<file path="config.mk">
export PLATFORM = sky130hd
export DESIGN_NAME = irq_pending_ctrl
export DESIGN_NICKNAME = d
export VERILOG_FILES = /design/src/rtl/irq_pkg.sv /design/src/rtl/irq_pending_ctrl_prio_enc4.sv /design/src/rtl/irq_pending_ctrl.sv
export SDC_FILE = /design/constraint.sdc
export NUM_CORES = 1
export LEC_CHECK = 0
export BUFFER_PORTS_ARGS = -buffer_cell sky130_fd_sc_hd__buf_2
export CORE_MARGIN = 2
export CORE_UTILIZATION = 38
export DETAILED_ROUTE_END_ITERATION = 8
export SYNTH_ARGS = -nofsm -noshare
export SYNTH_HDL_FRONTEND = slang
export SYNTH_HIERARCHICAL = 1
export SYNTH_SLANG_ARGS = --single-unit
</file>
<file path="constraint.sdc">
create_clock -name clk -period 1.9 [get_ports clk]
set_input_delay 0.095 -clock clk [delete_from_list [all_inputs] [get_ports clk]]
set_output_delay 0.095 -clock clk [all_outputs]
set_load 0.01 [all_outputs]
</file>
<file path="src/rtl/irq_pkg.sv">
// Shared sizes and types for the interrupt pending controller.
package irq_pkg;

   localparam int NUM_SRC = 4;
   localparam int ID_W    = 2;

   typedef enum logic {
      IDLE    = 1'b0,
      PRESENT = 1'b1
   } state_t;

   typedef logic [NUM_SRC-1:0] src_vec_t;

endpackage

</file>
<file path="src/rtl/irq_pending_ctrl_prio_enc4.sv">
// Combinational 4-to-2 priority encoder; the highest set bit wins.
module prio_enc4
   import irq_pkg::*;
(
   input  src_vec_t          cand,
   output logic [ID_W-1:0]   id,
   output logic              any
);

   // Highest index first; id is 0 when nothing is set, qualified by any.
   always_comb begin
      id  = '0;
      any = |cand;
      if (cand[3])      id = 2'd3;
      else if (cand[2]) id = 2'd2;
      else if (cand[1]) id = 2'd1;
      else              id = 2'd0;
   end

endmodule

</file>
<file path="src/rtl/irq_pending_ctrl.sv">
// Sticky request capture, masking and one-at-a-time grant presentation
// over a valid/ack handshake.
module irq_pending_ctrl #(
   parameter int NUM_SRC = 4,
   parameter int ID_W    = 2
) (
   input  logic                clk,
   input  logic                rst,
   input  logic [NUM_SRC-1:0]  req_in,
   input  logic [NUM_SRC-1:0]  mask_in,
   output logic                irq_valid,
   output logic [ID_W-1:0]     irq_id,
   input  logic                irq_ack,
   output logic [NUM_SRC-1:0]  pending,
   output logic [NUM_SRC-1:0]  overrun,
   input  logic                overrun_clr
);

   import irq_pkg::*;

   src_vec_t          req_q;
   src_vec_t          rise;
   src_vec_t          clr;
   src_vec_t          cand;
   logic [ID_W-1:0]   enc_id;
   logic              enc_any;
   state_t            state;
   state_t            state_next;
   logic [ID_W-1:0]   id_next;

   assign rise      = req_in & ~req_q;
   assign cand      = pending & ~mask_in;
   assign irq_valid = (state == PRESENT);

   // Retire the presented source only on an accepted handshake.
   always_comb begin
      clr = '0;
      if ((state == PRESENT) && irq_ack) clr[irq_id] = 1'b1;
   end

   prio_enc4 u_enc (
      .cand (cand),
      .id   (enc_id),
      .any  (enc_any)
   );

   // Edge detect history; a line held high through reset yields one rise.
   always_ff @(posedge clk or posedge rst) begin
      if (rst) req_q <= '0;
      else     req_q <= req_in;
   end

   // Sticky pending flags; a new rise beats a same-cycle retire.
   always_ff @(posedge clk or posedge rst) begin
      if (rst) pending <= '0;
      else     pending <= (pending & ~clr) | rise;
   end

   // Overrun flags a repeat edge on a still-pending source; set beats clear.
   always_ff @(posedge clk or posedge rst) begin
      if (rst) overrun <= '0;
      else     overrun <= (overrun_clr ? '0 : overrun) | (rise & pending & ~clr);
   end

   // Grant state and latched index; the index is frozen while presented.
   always_ff @(posedge clk or posedge rst) begin
      if (rst) begin
         state  <= IDLE;
         irq_id <= '0;
      end else begin
         state  <= state_next;
         irq_id <= id_next;
      end
   end

   // Next-state: pick a source from IDLE, wait for ack in PRESENT.
   always_comb begin
      state_next = state;
      id_next    = irq_id;
      case (state)
         IDLE: begin
            if (enc_any) begin
               state_next = PRESENT;
               id_next    = enc_id;
            end
         end
         PRESENT: begin
            if (irq_ack) state_next = IDLE;
         end
         default: state_next = IDLE;
      endcase
   end

endmodule
</file>
# Word level (Yosys, flattened, before mapping)
# Cells that the tools add are included.
[op_classes]
n_reduce_logical = 4
order_cmp = 2
muxes = 10
bitwise = 11
[op_table]
columns = ["operator", "count"]
rows = [
  ["bitwise AND 4 bit", 5],
  ["inverter 4 bit", 3],
  ["two-way mux 4 bit", 2],
  ["OR 4 bit", 2],
  ["two-way mux 1 bit", 4],
  ["two-way mux 2 bit", 2],
  ["OR reduction 4 bit", 1],
  ["< comparator 2 x 3 -> 1 bit (second input constant)", 1],
  ["demux 1 bit (select 2 bit)", 1],
  [">= comparator 2 x 1 -> 1 bit (second input constant)", 1],
  ["logical AND 1 bit", 2],
  ["case mux 1 bit (2 select lines)", 1],
  ["AND reduction 2 bit", 1],
  ["inverter 1 bit", 1],
]
[totals]
in_bits = 12
register_bits = 15

# Logic depth before layout (Yosys ltp)
# Gate-level depths: netlist of the first run.
[depth]
depth_word = 8
depth_mapped = 6
ltp_nobuf = 6

# By module
# Netlist of the first run, hierarchy kept.
[by_module_without_submodules]
columns = ["mod", "n_inst", "area_each_um2", "cells_per_inst"]
rows = [
  ["irq_pending_ctrl", 1, 615.6, 48],
  ["prio_enc4", 1, 23.8, 4],
]

# Least setup slack after synthesis of the first run
# OpenSTA, ideal clock, no wires.
[synth_path]
path_kind = "register to register"
from = "register pending[3]"
to = "register irq_id[0]"
setup_slack_ps = 244
synth_period_minus_slack_ps = 1656
stages_incl_launch_ff = 6
arrival_time_ps = 1528
setup_time_ps = 128
required_ps = 1772
path_buffers = 0
path_cell_list = "dfrtp_1 > nor2b_1 > or2_1 > or3_1 > nor2b_2 > mux2_1"
[synth_between]
elab_chain_cells = 3
elab_cells_between_ends = 4
cone_classes = "mux (1); bitwise (1); reduce/logical (2)"
[synth_rtl]
columns = ["item", "line_no", "source"]
rows = [
  ["start: declaration", "irq_pending_ctrl.sv:14", "output logic [NUM_SRC-1:0] pending,"],
  ["start signal: assignment", "irq_pending_ctrl.sv:56", "else pending <= (pending & ~clr) | rise;"],
  ["bitwise AND 4 bit", "irq_pending_ctrl.sv:32", "assign cand = pending & ~mask_in;"],
  ["net cand[3]", "irq_pending_ctrl.sv:24", "src_vec_t cand;"],
  ["OR reduction 4 bit", "irq_pending_ctrl_prio_enc4.sv:13", "any = |cand;"],
  ["net enc_any", "irq_pending_ctrl.sv:26", "logic enc_any;"],
  ["AND reduction 2 bit (no source line)", "n/a", ""],
  ["end signal: assignment", "irq_pending_ctrl.sv:72", "irq_id <= id_next;"],
  ["end: declaration", "irq_pending_ctrl.sv:12", "output logic [ID_W-1:0] irq_id,"],
]
# The timed path passes the listed nets, and every way through them passes these cells.
# A chain may end at the register's enable or synchronous reset.

# Final worst setup path of the first run
[layout_path]
from = "register pending[3]"
to = "register irq_id[1]"
[layout_between]
elab_cells_between_ends = 4
cone_classes = "mux (1); bitwise (1); reduce/logical (2)"
[layout_rtl]
columns = ["item", "line_no", "source"]
rows = [
  ["bitwise AND 4 bit", "irq_pending_ctrl.sv:32", ""],
  ["net cand[3]", "irq_pending_ctrl.sv:24", ""],
  ["two-way mux 2 bit", "irq_pending_ctrl_prio_enc4.sv:14", "if (cand[3]) id = 2'd3;"],
  ["net enc_id[1]", "irq_pending_ctrl.sv:25", "logic [ID_W-1:0] enc_id;"],
]
# The timed path passes the listed nets, and every way through them passes these cells.

==> results of run 1 <==
==> cells by family after synthesis <==
kind of cell | after synthesis
compound gates | 10
buf+inv | 10
flops | 15
mux | 2
simple gates | 15
==> worst paths after layout <==
| path | from | to | slack [ps] | cells past startpoint |
|---|---|---|---|---|
| setup / recovery | pending[3]$_DFF_PP0_ | irq_id[1]$_DFFE_PP0P_ | 200 | 5 |
| hold / removal | irq_ack | irq_valid$_DFF_PP0_ | 130 | 3 |
| setup reg to reg | pending[3]$_DFF_PP0_ | irq_id[1]$_DFFE_PP0P_ | 200 | 5 |
| hold reg to reg | req_q[1]$_DFF_PP0_ | overrun[1]$_DFF_PP0_ | 470 | 1 |
| max in group asynchronous | rst | req_q[0]$_DFF_PP0_ | 1130 | 3 |
| min in group asynchronous | rst | req_q[1]$_DFF_PP0_ | 400 | 3 |
==> per-layer routing <==
metal,up-vias,GRT usage,share of wire
met5,-,0,0
met4,0,0.124,0.030
met3,4,0.0240,0.047
met2,13,0.223,0.46
met1,244,0.160,0.46
li1,245,-,-
==> cell usage in the layout (no fill, tap or decap) <==
master / count
buf_2: 22
dfrtp_1: 15
inv_1: 10
dlygate4sd3_1: 5
o22ai_1: 3
nand2b_1: 3
o41ai_2: 3
nor2_1: 3
clkbuf_4: 3
and4b_1: 2
nor2b_1: 2
a21o_1: 2
mux2_1: 2
and4bb_1: 1
nand4_1: 1
a22o_1: 1
a41o_1: 1
nor2b_2: 1
clkbuf_1: 1
or2_1: 1
or3_1: 1
==> where the power goes <==
group          switching [mW]  internal [mW]  leakage [nW]
clock                  0.0907         0.0814        0.0150
combinational           0.191          0.196         0.269
sequential             0.0832          0.418         0.170
total                   0.365          0.695         0.454
==> cell type report <==
cell class | instances | area [um^2] | share of cell area
repair buffers | 27 | 160 | 0.189
multi-input cells | 27 | 226 | 0.268
clock buffers | 4 | 26.3 | 0.0311
inverters | 10 | 37.5 | 0.0444
flip-flops and latches | 15 | 375 | 0.444
well taps | 16 | 20.0 | 0.0237
==> registers in the layout (all words and copies together), names as in the netlist <==
register,flops
irq_id,2
overrun,4
pending,4
irq_valid,1
req_q,4
==> worst max-delay path, delay by kind of cell (launching register included) <==
| kind | cells | cell delay, ps |
|---|---|---|
| muxes | 1 | 310 |
| DFF | 1 | 410 |
| and+or+nand+nor | 4 | 860 |
==> key figures, run 1 <==
Run status
  • Outcome: finished clean

Yosys
  • Async SR Flop Fraction: 1.00
  • Simple-gate portion of the synthesized area: 0.160
  • Register area share after synthesis: 0.587
  • Area contributors post-synth: dfrtp_1, o41ai_2, inv_1
  • Avg Cell Area, Syn: roughly 12 um^2
  • Post-synth top flop: dfrtp_1
  • Post-Synth Adder-Cell Area: 0
  • Cells after synthesis: between 50 and 60
  • Number of synthesized flops with an enable pin: 0
  • Top cell type by total area after synthesis: dfrtp_1
  • Mapped Area: between 600 and 700 um^2
  • Share of the synthesized area in the top cell type: 0.587
  • Post-Synth XOR/XNOR Area: 0
  • Synth unique cells: 17
  • Ys Warns: 6
  • Flop and latch count out of synthesis: 15
  • Post-synthesis mux area share: 0.0352
  • Post-Syn Nets: 64
  • Synth top cells by count: dfrtp_1, inv_1
  • Top-count cell post-synth: dfrtp_1
  • Largest family of logic cells by synthesized area: simple AND/OR/NAND/NOR gates
  • Synth Area in Compound Gates: 0.159

Final layout
  • # nets final: between 90 and 100
  • Post-route insts no fill: a little under 100
  • Synthesis-to-finish area growth: 32.3%
  • N_diodes: 0
  • Core Util, Final: 0.549
  • FILL cells: around 140
  • Post-route cell area: between 800 and 900 um^2
  • Share of layout cells above drive strength 1: 0.349

Place
  • Post-DP Area: between 700 and 800 um^2
  • GPL Wtd Cong: 0.716
  • Final HPWL DP: slightly above 900 um
  • Port bufs: 22
  • Pre-CTS setup slack: 226 ps
  • # placed instances: 90

Die
  • Die width: roughly 45 um
  • Core area: about 0.0015 mm^2
  • Die footprint: 0.00203 mm^2
  • Number of core rows: 14
  • Chip height: around 45 um
  • # IOs: 23
  • Initial Util: 0.415

Setup path
  • Cell Chain, Critical Path: nor2b_1 > or2_1 > or3_1 > nor2b_2 > mux2_1
  • Crit path launch type: flop
  • CP Capture Type: flop
  • Crit path DAT: roughly 1900 ps
  • Crit-path max FO: 4
  • CP required: 2060 ps
  • Cell with the largest stage delay on the worst path: dfrtp_1
  • Crit Path Category: reg -> reg
  • Max stage delay on crit path: slightly above 400 ps

Detailed routing
  • Post-route ant nets: 0
  • Drc violations: 0
  • Total iterations of the first detailed-routing run: 2
  • DR vias/cell: about 5.1
  • Post-Route WL: 1190 um
  • Routed vias: 506
  • Iteration-0 DRC Markers: 1
  • Routed length per instance: around 12 um

CTS
  • Post-CTS Setup Inserts: 0
  • Num CTS Buffers: 3
  • Clock tree from TritonCTS: yes
  • Count of cells resized by post-cts repair: 0
  • Post-cts hold buffer count: 5
  • Clk buf depth: 2
  • H-Tree Depth: 1
  • # clock sinks: 15
  • Clk_lat worst skew: 270 ps
  • Clk slew on worst S/H paths: 80 ps
  • Clock root buffer master: clkbuf_4

STA
  • RSZ-0062 raised after global routing: no
  • Fin crit share: 0.896
  • Pins over their slew limit: 0
  • Setup TNS Final: 0 ps
  • Hold WS: 126 ps
  • Minimum clock period: ~1700 ps
  • Setup violators final: 0
  • Worst slew pin tran: around 560 ps
  • Setup Skew: around 0.55 ps
  • Setup ws final: 197 ps
  • Slew Limit Headroom: 0.629
  • Hold Fails Final Rpt: 0
  • Fmax: between 0.5 and 0.6 GHz

Power
  • Tot Pwr: around 1.1 mW
  • Power per cell area: approximately 1300 mW/mm^2
  • Peak supply drop: slightly below 0.6 mV
  • Total leakage power: approximately 0.45 nW

Global route
  • Initial antenna violation count: 0
  • Vias in the first global route: between 400 and 500
  • Global-route wire length before repair: between 1500 and 2000 um
  • Tot GR Track Use: 0.140
  • Overflow after GRT: 0
  • Largest net degree at the start of global routing: 16

Worst hold path
  • Worst Hold Class: in -> reg

Flow run
  • Max capacitance violation total: 0
No activity file was read; power rests on OpenSTA's default activity.
==> run 2, diff against run 1 <==
--- a/config.mk
+++ b/config.mk
@@ -11,2 +11,3 @@
 export DETAILED_ROUTE_END_ITERATION = 8
+export MAX_ROUTING_LAYER = met4
 export SYNTH_ARGS = -nofsm -noshare
@@ -15 +16,2 @@
 export SYNTH_SLANG_ARGS = --single-unit
+export TNS_END_PERCENT = 10
--- a/constraint.sdc
+++ b/constraint.sdc
@@ -3,2 +3,2 @@
 set_output_delay 0.095 -clock clk [all_outputs]
-set_load 0.01 [all_outputs]
+set_load 0.05 [all_outputs]
==> run 2 against run 1 <==
  * First-iteration DRC count grew 100%
  * Combinational power grew 76%
  * Critical path type unchanged
  * Setup slack gained 2.1 ps
  * Critical path depth is the same
  * Count of clock-buffer cells in the layout is the same
  * Clock power is essentially flat
  * Global-route usage grew 0.42 points
  * Critical endpoint unchanged
  * Sequential power is essentially flat
  * Non-clock buffer count is the same
  * Worst hold slack lost 0.62 ps
==> key figures, run 2 (synthesized netlist as in run 1, its figures left out) <==
Run status
  • Outcome: finished clean (unchanged)

Detailed routing
  • Drc violations: 0 (unchanged)
  • Routed length per instance: 12.0 um (was 12.1 um)
  • Total iterations of the first detailed-routing run: 2 (unchanged)
  • Post-route ant nets: 0 (unchanged)
  • Post-Route WL: 1190 um (about the same)
  • DR vias/cell: 5.10 (was 5.11)
  • Routed vias: 505 (was 506)
  • Iteration-0 DRC Markers: 2 (was 1)

STA
  • RSZ-0062 raised after global routing: no (unchanged)
  • Hold WS: 126 ps (about the same)
  • Fmax: 0.588 GHz (was 0.587 GHz)
  • Pins over their slew limit: 0 (unchanged)
  • Worst slew pin tran: 553 ps (was 556 ps)
  • Setup ws final: 199 ps (was 197 ps)
  • Hold Fails Final Rpt: 0 (unchanged)
  • Fin crit share: 0.895 (was 0.896)
  • Slew Limit Headroom: 0.631 (was 0.629)
  • Minimum clock period: 1700 ps (about the same)
  • Setup Skew: 0.675 ps (was 0.553 ps)
  • Setup violators final: 0 (unchanged)
  • Setup TNS Final: 0 ps (unchanged)

Final layout
  • Largest regs: overrun (4), pending (4), req_q (4) (unchanged)
  • FILL cells: 144 (unchanged)
  • Share of layout cells above drive strength 1: 0.349 (unchanged)
  • N_diodes: 0 (unchanged)
  • Area of the multi-input gates: 226 um^2 (unchanged)
  • # nets final: 96 (unchanged)
  • Post-route cell area: 846 um^2 (unchanged)
  • Core Util, Final: 0.549 (unchanged)
  • Most common cell after layout, fill and taps aside: buf_2 (unchanged)
  • Post-route insts no fill: 99 (unchanged)
  • Most frequent cells in the layout: buf_2, dfrtp_1, inv_1 (unchanged)
  • Register area: 375 um^2 (unchanged)
  • Synthesis-to-finish area growth: 32.3% (unchanged)

Setup path
  • Crit-path max FO: 4 (unchanged)
  • Cell Chain, Critical Path: nor2b_1 > or2_1 > or3_1 > nor2b_2 > mux2_1 (unchanged)
  • CP required: 2060 ps (about the same)
  • CP Capture Type: flop (unchanged)
  • Cell with the largest stage delay on the worst path: dfrtp_1 (unchanged)
  • CP bufs+invs: 0 (unchanged)
  • Register-to-Register Setup Slack: 200 ps (about the same)
  • Crit path launch type: flop (unchanged)
  • Crit path DAT: 1860 ps (about the same)
  • Worst path top cell family by delay: simple AND/OR/NAND/NOR gates (unchanged)
  • Crit Path Category: reg -> reg (unchanged)
  • Max stage delay on crit path: 410 ps (about the same)

Die
  • Chip height: 45.0 um (unchanged)
  • # IOs: 23 (unchanged)
  • Initial Util: 0.415 (unchanged)
  • Core area: 0.00154 mm^2 (unchanged)
  • Die width: 45.0 um (unchanged)
  • Number of core rows: 14 (unchanged)
  • Die footprint: 0.00203 mm^2 (unchanged)

Power
  • Peak supply drop: 0.844 mV (was 0.588 mV)
  • Tot Pwr: 1.36 mW (was 1.06 mW)
  • Power per cell area: 1600 mW/mm^2 (was 1250 mW/mm^2)
  • Total leakage power: 0.454 nW (unchanged)

Place
  • Port bufs: 22 (unchanged)
  • GPL Wtd Cong: 0.725 (was 0.716)
  • Post-DP Area: 769 um^2 (unchanged)
  • Pre-CTS setup slack: 226 ps (unchanged)
  • # placed instances: 90 (unchanged)
  • Final HPWL DP: 931 um (unchanged)

CTS
  • H-Tree Depth: 1 (unchanged)
  • Post-cts hold buffer count: 5 (unchanged)
  • Clk buf depth: 2 (unchanged)
  • Clock tree from TritonCTS: yes (unchanged)
  • Post-CTS Setup Inserts: 0 (unchanged)
  • Num CTS Buffers: 3 (unchanged)
  • # clock sinks: 15 (unchanged)
  • Clk slew on worst S/H paths: 80 ps (about the same)
  • Clock root buffer master: clkbuf_4 (unchanged)
  • Count of cells resized by post-cts repair: 0 (unchanged)
  • Clk_lat worst skew: 270 ps (about the same)

Global route
  • Tot GR Track Use: 0.144 (was 0.140)
  • Largest net degree at the start of global routing: 16 (unchanged)
  • Global-route wire length before repair: 1930 um (about the same)
  • Overflow after GRT: 0 (unchanged)
  • Vias in the first global route: 490 (unchanged)
  • Initial antenna violation count: 0 (unchanged)

Worst hold path
  • Worst Hold Class: in -> reg (unchanged)

Flow run
  • Max capacitance violation total: 0 (unchanged)
## run 2: path summary, 6_finish.rpt
check                                      from                     to  cells past startpoint
min                                     irq_ack    irq_valid$_DFF_PP0_                      3
max in group asynchronous                   rst     req_q[0]$_DFF_PP0_                      3
min reg2reg                  req_q[1]$_DFF_PP0_   overrun[1]$_DFF_PP0_                      1
max reg2reg                pending[3]$_DFF_PP0_  irq_id[1]$_DFFE_PP0P_                      5
min in group asynchronous                   rst     req_q[1]$_DFF_PP0_                      3
max                        pending[3]$_DFF_PP0_  irq_id[1]$_DFFE_PP0P_                      5
## run 2: worst reg2reg max path: stages (launching register included)
cell     delay, ps
dfrtp_1        410
nor2b_1        150
or2_1          230
or3_1          300
nor2b_2        180
mux2_1         310
## run 2: report_power, final
part / switching (mW) / internal, mW / total, mW / leakage, nW
clock network: 0.0909 / 0.0814 / 0.172 / 0.0150
registers: 0.0832 / 0.418 / 0.501 / 0.170
logic: 0.486 / 0.197 / 0.683 / 0.269
## run 2: metal layers
metal,vias to the layer above,global-route usage,share of wire
met5,-,-,0
met4,0,0.124,0.030
met3,4,0.0240,0.047
met2,13,0.223,0.46
met1,243,0.160,0.46
li1,245,-,-
## run 2: layout make-up
class / instances / share of cell area
Inverter: 10 / 0.0444
Tap cell: 16 / 0.0237
Multi-Input combinational cell: 27 / 0.268
Sequential cell: 15 / 0.444
Clock buffer: 4 / 0.0311
Timing Repair Buffer: 27 / 0.189
==> run 3, diff against run 2 <==
- SYNTH_HIERARCHICAL: 1 -> not set
==> run 3 against run 2 <==
  * Sequential cell count stayed put
  * Area after synthesis decreased by 4.7%
  * Combinational power down 11%
  * Critical path depth shrank 4
  * Via count shrank 2.8%
  * Sequential share of layout area rose by 1.6 points
  * Non-clock buffer count unchanged
  * Design area fell by 3.6%
  * Largest cell class unchanged
  * Largest power group unchanged
==> key figures, run 3 <==
Yosys
  • Synth top cells by count: dfrtp_1, inv_1, nand2b_1, o22ai_1 (was dfrtp_1, inv_1)
  • Top-count cell post-synth: dfrtp_1 (unchanged)
  • Synth unique cells: 12 (was 17)
  • Area contributors post-synth: dfrtp_1, o31ai_2, nand2b_1 (was dfrtp_1, o41ai_2, inv_1)
  • Largest family of logic cells by synthesized area: compound AO/OA/AOI/OAI gates (was simple AND/OR/NAND/NOR gates)
  • Post-synthesis mux area share: 0 (was 0.0352)
  • Flop and latch count out of synthesis: 15 (unchanged)
  • Post-Syn Nets: 66 (was 64)
  • Cells after synthesis: 54 (was 52)
  • Post-Synth Adder-Cell Area: 0 (unchanged)
  • Mapped Area: 609 um^2 (was 639 um^2)
  • Post-synth top flop: dfrtp_1 (unchanged)
  • Number of synthesized flops with an enable pin: 0 (unchanged)
  • Ys Warns: 0 (was 6)
  • Async SR Flop Fraction: 1.00 (unchanged)
  • Top cell type by total area after synthesis: dfrtp_1 (unchanged)
  • Avg Cell Area, Syn: 11.3 um^2 (was 12.3 um^2)
  • Share of the synthesized area in the top cell type: 0.616 (was 0.587)
  • Simple-gate portion of the synthesized area: 0.129 (was 0.160)
  • Synth Area in Compound Gates: 0.193 (was 0.159)
  • Register area share after synthesis: 0.616 (was 0.587)
  • Post-Synth XOR/XNOR Area: 0 (unchanged)

Final layout
  • Synthesis-to-finish area growth: 33.9% (was 32.3%)
  • FILL cells: 151 (was 144)
  • N_diodes: 0 (unchanged)
  • Largest regs: overrun (4), pending (4), req_q (4) (unchanged)
  • # nets final: 98 (was 96)
  • Most frequent cells in the layout: buf_2, dfrtp_1, inv_1 (unchanged)
  • Most common cell after layout, fill and taps aside: buf_2 (unchanged)
  • Share of layout cells above drive strength 1: 0.365 (was 0.349)

Setup path
  • Cell with the largest stage delay on the worst path: dfrtp_1 (unchanged)
  • Worst path top cell family by delay: flip-flops (was simple AND/OR/NAND/NOR gates)
  • CP Capture Type: output pin (was flop)
  • R2R Path End: overrun[3]$_DFF_PP0_ (was irq_id[1]$_DFFE_PP0P_)
  • Crit Path Category: reg -> out (was reg -> reg)
  • Register-to-Register Setup Slack: 790 ps (was 200 ps)
  • CP bufs+invs: 1 (was 0)
  • CP startpoint: irq_valid$_DFF_PP0_ (was pending[3]$_DFF_PP0_)
  • Max stage delay on crit path: 470 ps (was 410 ps)
  • R2R depth: 3 (was 5)
  • CP required: 1800 ps (was 2060 ps)
  • Crit path launch type: flop (unchanged)
  • Stages on the worst setup path: 1 (was 5)
  • Reg2reg start: irq_valid$_DFF_PP0_ (was pending[3]$_DFF_PP0_)
  • Cell Chain, Critical Path: buf_2 (was nor2b_1 > or2_1 > or3_1 > nor2b_2 > mux2_1)
  • Crit path DAT: 1050 ps (was 1860 ps)
  • Crit-path max FO: 8 (was 4)
  • Worst setup path end: irq_valid (was irq_id[1]$_DFFE_PP0P_)

Global route
  • Overflow after GRT: 0 (unchanged)
  • Tot GR Track Use: 0.158 (was 0.144)
  • Global-route wire length before repair: 2130 um (was 1930 um)
  • Busiest grt layer: met2 (unchanged)
  • Met3 GRT Util: 0.0490 (was 0.0240)
  • Vias in the first global route: 509 (was 490)
  • Initial antenna violation count: 0 (unchanged)
  • Met2 GRT Util: 0.262 (was 0.223)
  • Grt met1 use: 0.180 (was 0.160)
  • Largest net degree at the start of global routing: 16 (unchanged)

CTS
  • Count of cells resized by post-cts repair: 0 (unchanged)
  • Num CTS Buffers: 3 (unchanged)
  • Clock tree from TritonCTS: yes (unchanged)
  • # clock sinks: 15 (unchanged)
  • Post-CTS Setup Inserts: 0 (unchanged)
  • Clock root buffer master: clkbuf_4 (unchanged)
  • H-Tree Depth: 1 (unchanged)
  • Clk slew on worst S/H paths: 80 ps (about the same)
  • Clk buf depth: 2 (unchanged)
  • Clk_lat worst skew: 270 ps (about the same)

Detailed routing
  • Drc violations: 0 (unchanged)
  • Routed vias: 491 (was 505)
  • Routed length per instance: 11.8 um (was 12.0 um)
  • Post-route ant nets: 0 (unchanged)
  • Total iterations of the first detailed-routing run: 4 (was 2)
  • Post-Route WL: 1200 um (was 1190 um)
  • DR vias/cell: 4.86 (was 5.10)
  • Iteration-0 DRC Markers: 7 (was 2)

STA
  • Worst slew pin tran: 548 ps (was 553 ps)
  • Fin crit share: 0.601 (was 0.895)
  • RSZ-0062 raised after global routing: no (unchanged)
  • Hold WS: 74.4 ps (was 126 ps)
  • Setup TNS Final: 0 ps (unchanged)
  • Fmax: 0.876 GHz (was 0.588 GHz)
  • Slew Limit Headroom: 0.634 (was 0.631)
  • Hold Fails Final Rpt: 0 (unchanged)
  • Setup Skew: 3.37 ps (was 0.675 ps)
  • Minimum clock period: 1140 ps (was 1700 ps)
  • Setup violators final: 0 (unchanged)
  • Pins over their slew limit: 0 (unchanged)

Die
  • # IOs: 23 (unchanged)
  • Die footprint: 0.00194 mm^2 (was 0.00203 mm^2)
  • Number of core rows: 14 (unchanged)
  • Initial Util: 0.404 (was 0.415)
  • Die width: 44.0 um (was 45.0 um)
  • Core area: 0.00151 mm^2 (was 0.00154 mm^2)
  • Chip height: 44.0 um (was 45.0 um)

Flow run
  • Max capacitance violation total: 0 (unchanged)

Power
  • Total leakage power: 0.403 nW (was 0.454 nW)
  • Peak supply drop: 0.763 mV (was 0.844 mV)
  • Power per cell area: 1560 mW/mm^2 (was 1600 mW/mm^2)

Worst hold path
  • Worst Hold Class: in -> reg (unchanged)

Run status
  • Outcome: finished clean (unchanged)

Place
  • Port bufs: 22 (unchanged)
  • Final HPWL DP: 937 um (was 931 um)
  • GPL Wtd Cong: 0.790 (was 0.725)
## run 3: changes by cell type after synthesis, sizes merged, moves of 2 or more
cell,previous run,this run
o31ai,0,4
mux2,2,0
a21oi,0,3
o41ai,3,0
nor2b,3,1
and4b,2,0
a21o,2,0
nand2b,3,7
nor2,3,0
o22ai,3,6
nand2,0,5
## run 3: how the worst min path moves through the flow
stage                      from                     to  slack [ps]  cells past startpoint
floorplan                   rst  irq_id[0]$_DFFE_PP0P_          -4                      1
global placement            rst     req_q[1]$_DFF_PP0_         170                      2
detailed placement          rst     req_q[1]$_DFF_PP0_         170                      2
CTS                 overrun_clr   overrun[0]$_DFF_PP0_          80                      2
global route        overrun_clr   overrun[2]$_DFF_PP0_          70                      2
finish              overrun_clr   overrun[0]$_DFF_PP0_          70                      2
## run 3: per-layer routing
metal,vias to the layer above,share of wire
met5,-,0
li1,245,-
met1,231,0.46
met4,0,0.0084
met2,13,0.48
met3,2,0.048
## run 3: cells by family after synthesis
family | count (synthesis)
compound gates | 15
flops | 15
simple gates | 14
buf+inv | 10
## run 3: area by class of cell
| class | count | area [um^2] | area share |
|---|---|---|---|
| clock buffers | 4 | 26.3 | 0.0322 |
| well taps | 16 | 20.0 | 0.0245 |
| repair buffers | 27 | 160 | 0.196 |
| flip-flops and latches | 15 | 375 | 0.460 |
| inverters | 10 | 37.5 | 0.0460 |
| multi-input cells | 29 | 196 | 0.241 |
## run 3: power breakdown
group | switching (mW) | internal [mW] | total (mW)
registers | 0.0861 | 0.406 | 0.492
logic | 0.452 | 0.158 | 0.609
clock network | 0.0928 | 0.0814 | 0.174
total | 0.631 | 0.645 | 1.28
## run 3: repair_timing
| item | CTS | global route |
|---|---|---|
| hold buffers | 5 | 0 |
| endpoints found under the setup margin | 0 | 0 |
| endpoints found under the hold margin | 19 | 0 |
## run 3: metrics by stage
step / power, mW / setup slack, ps / cell area, um^2 / instances / util
global placement: 1.10 / 832 / 739 / 92 / 0.491
floorplan: 0.953 / 552 / 609 / 54 / -
global route: 1.35 / 694 / 816 / 101 / 0.542
finish: 1.28 / 758 / 816 / 101 / 0.542
CTS: 1.29 / 740 / 816 / 101 / 0.542
detailed placement: 1.11 / 798 / 739 / 92 / 0.491
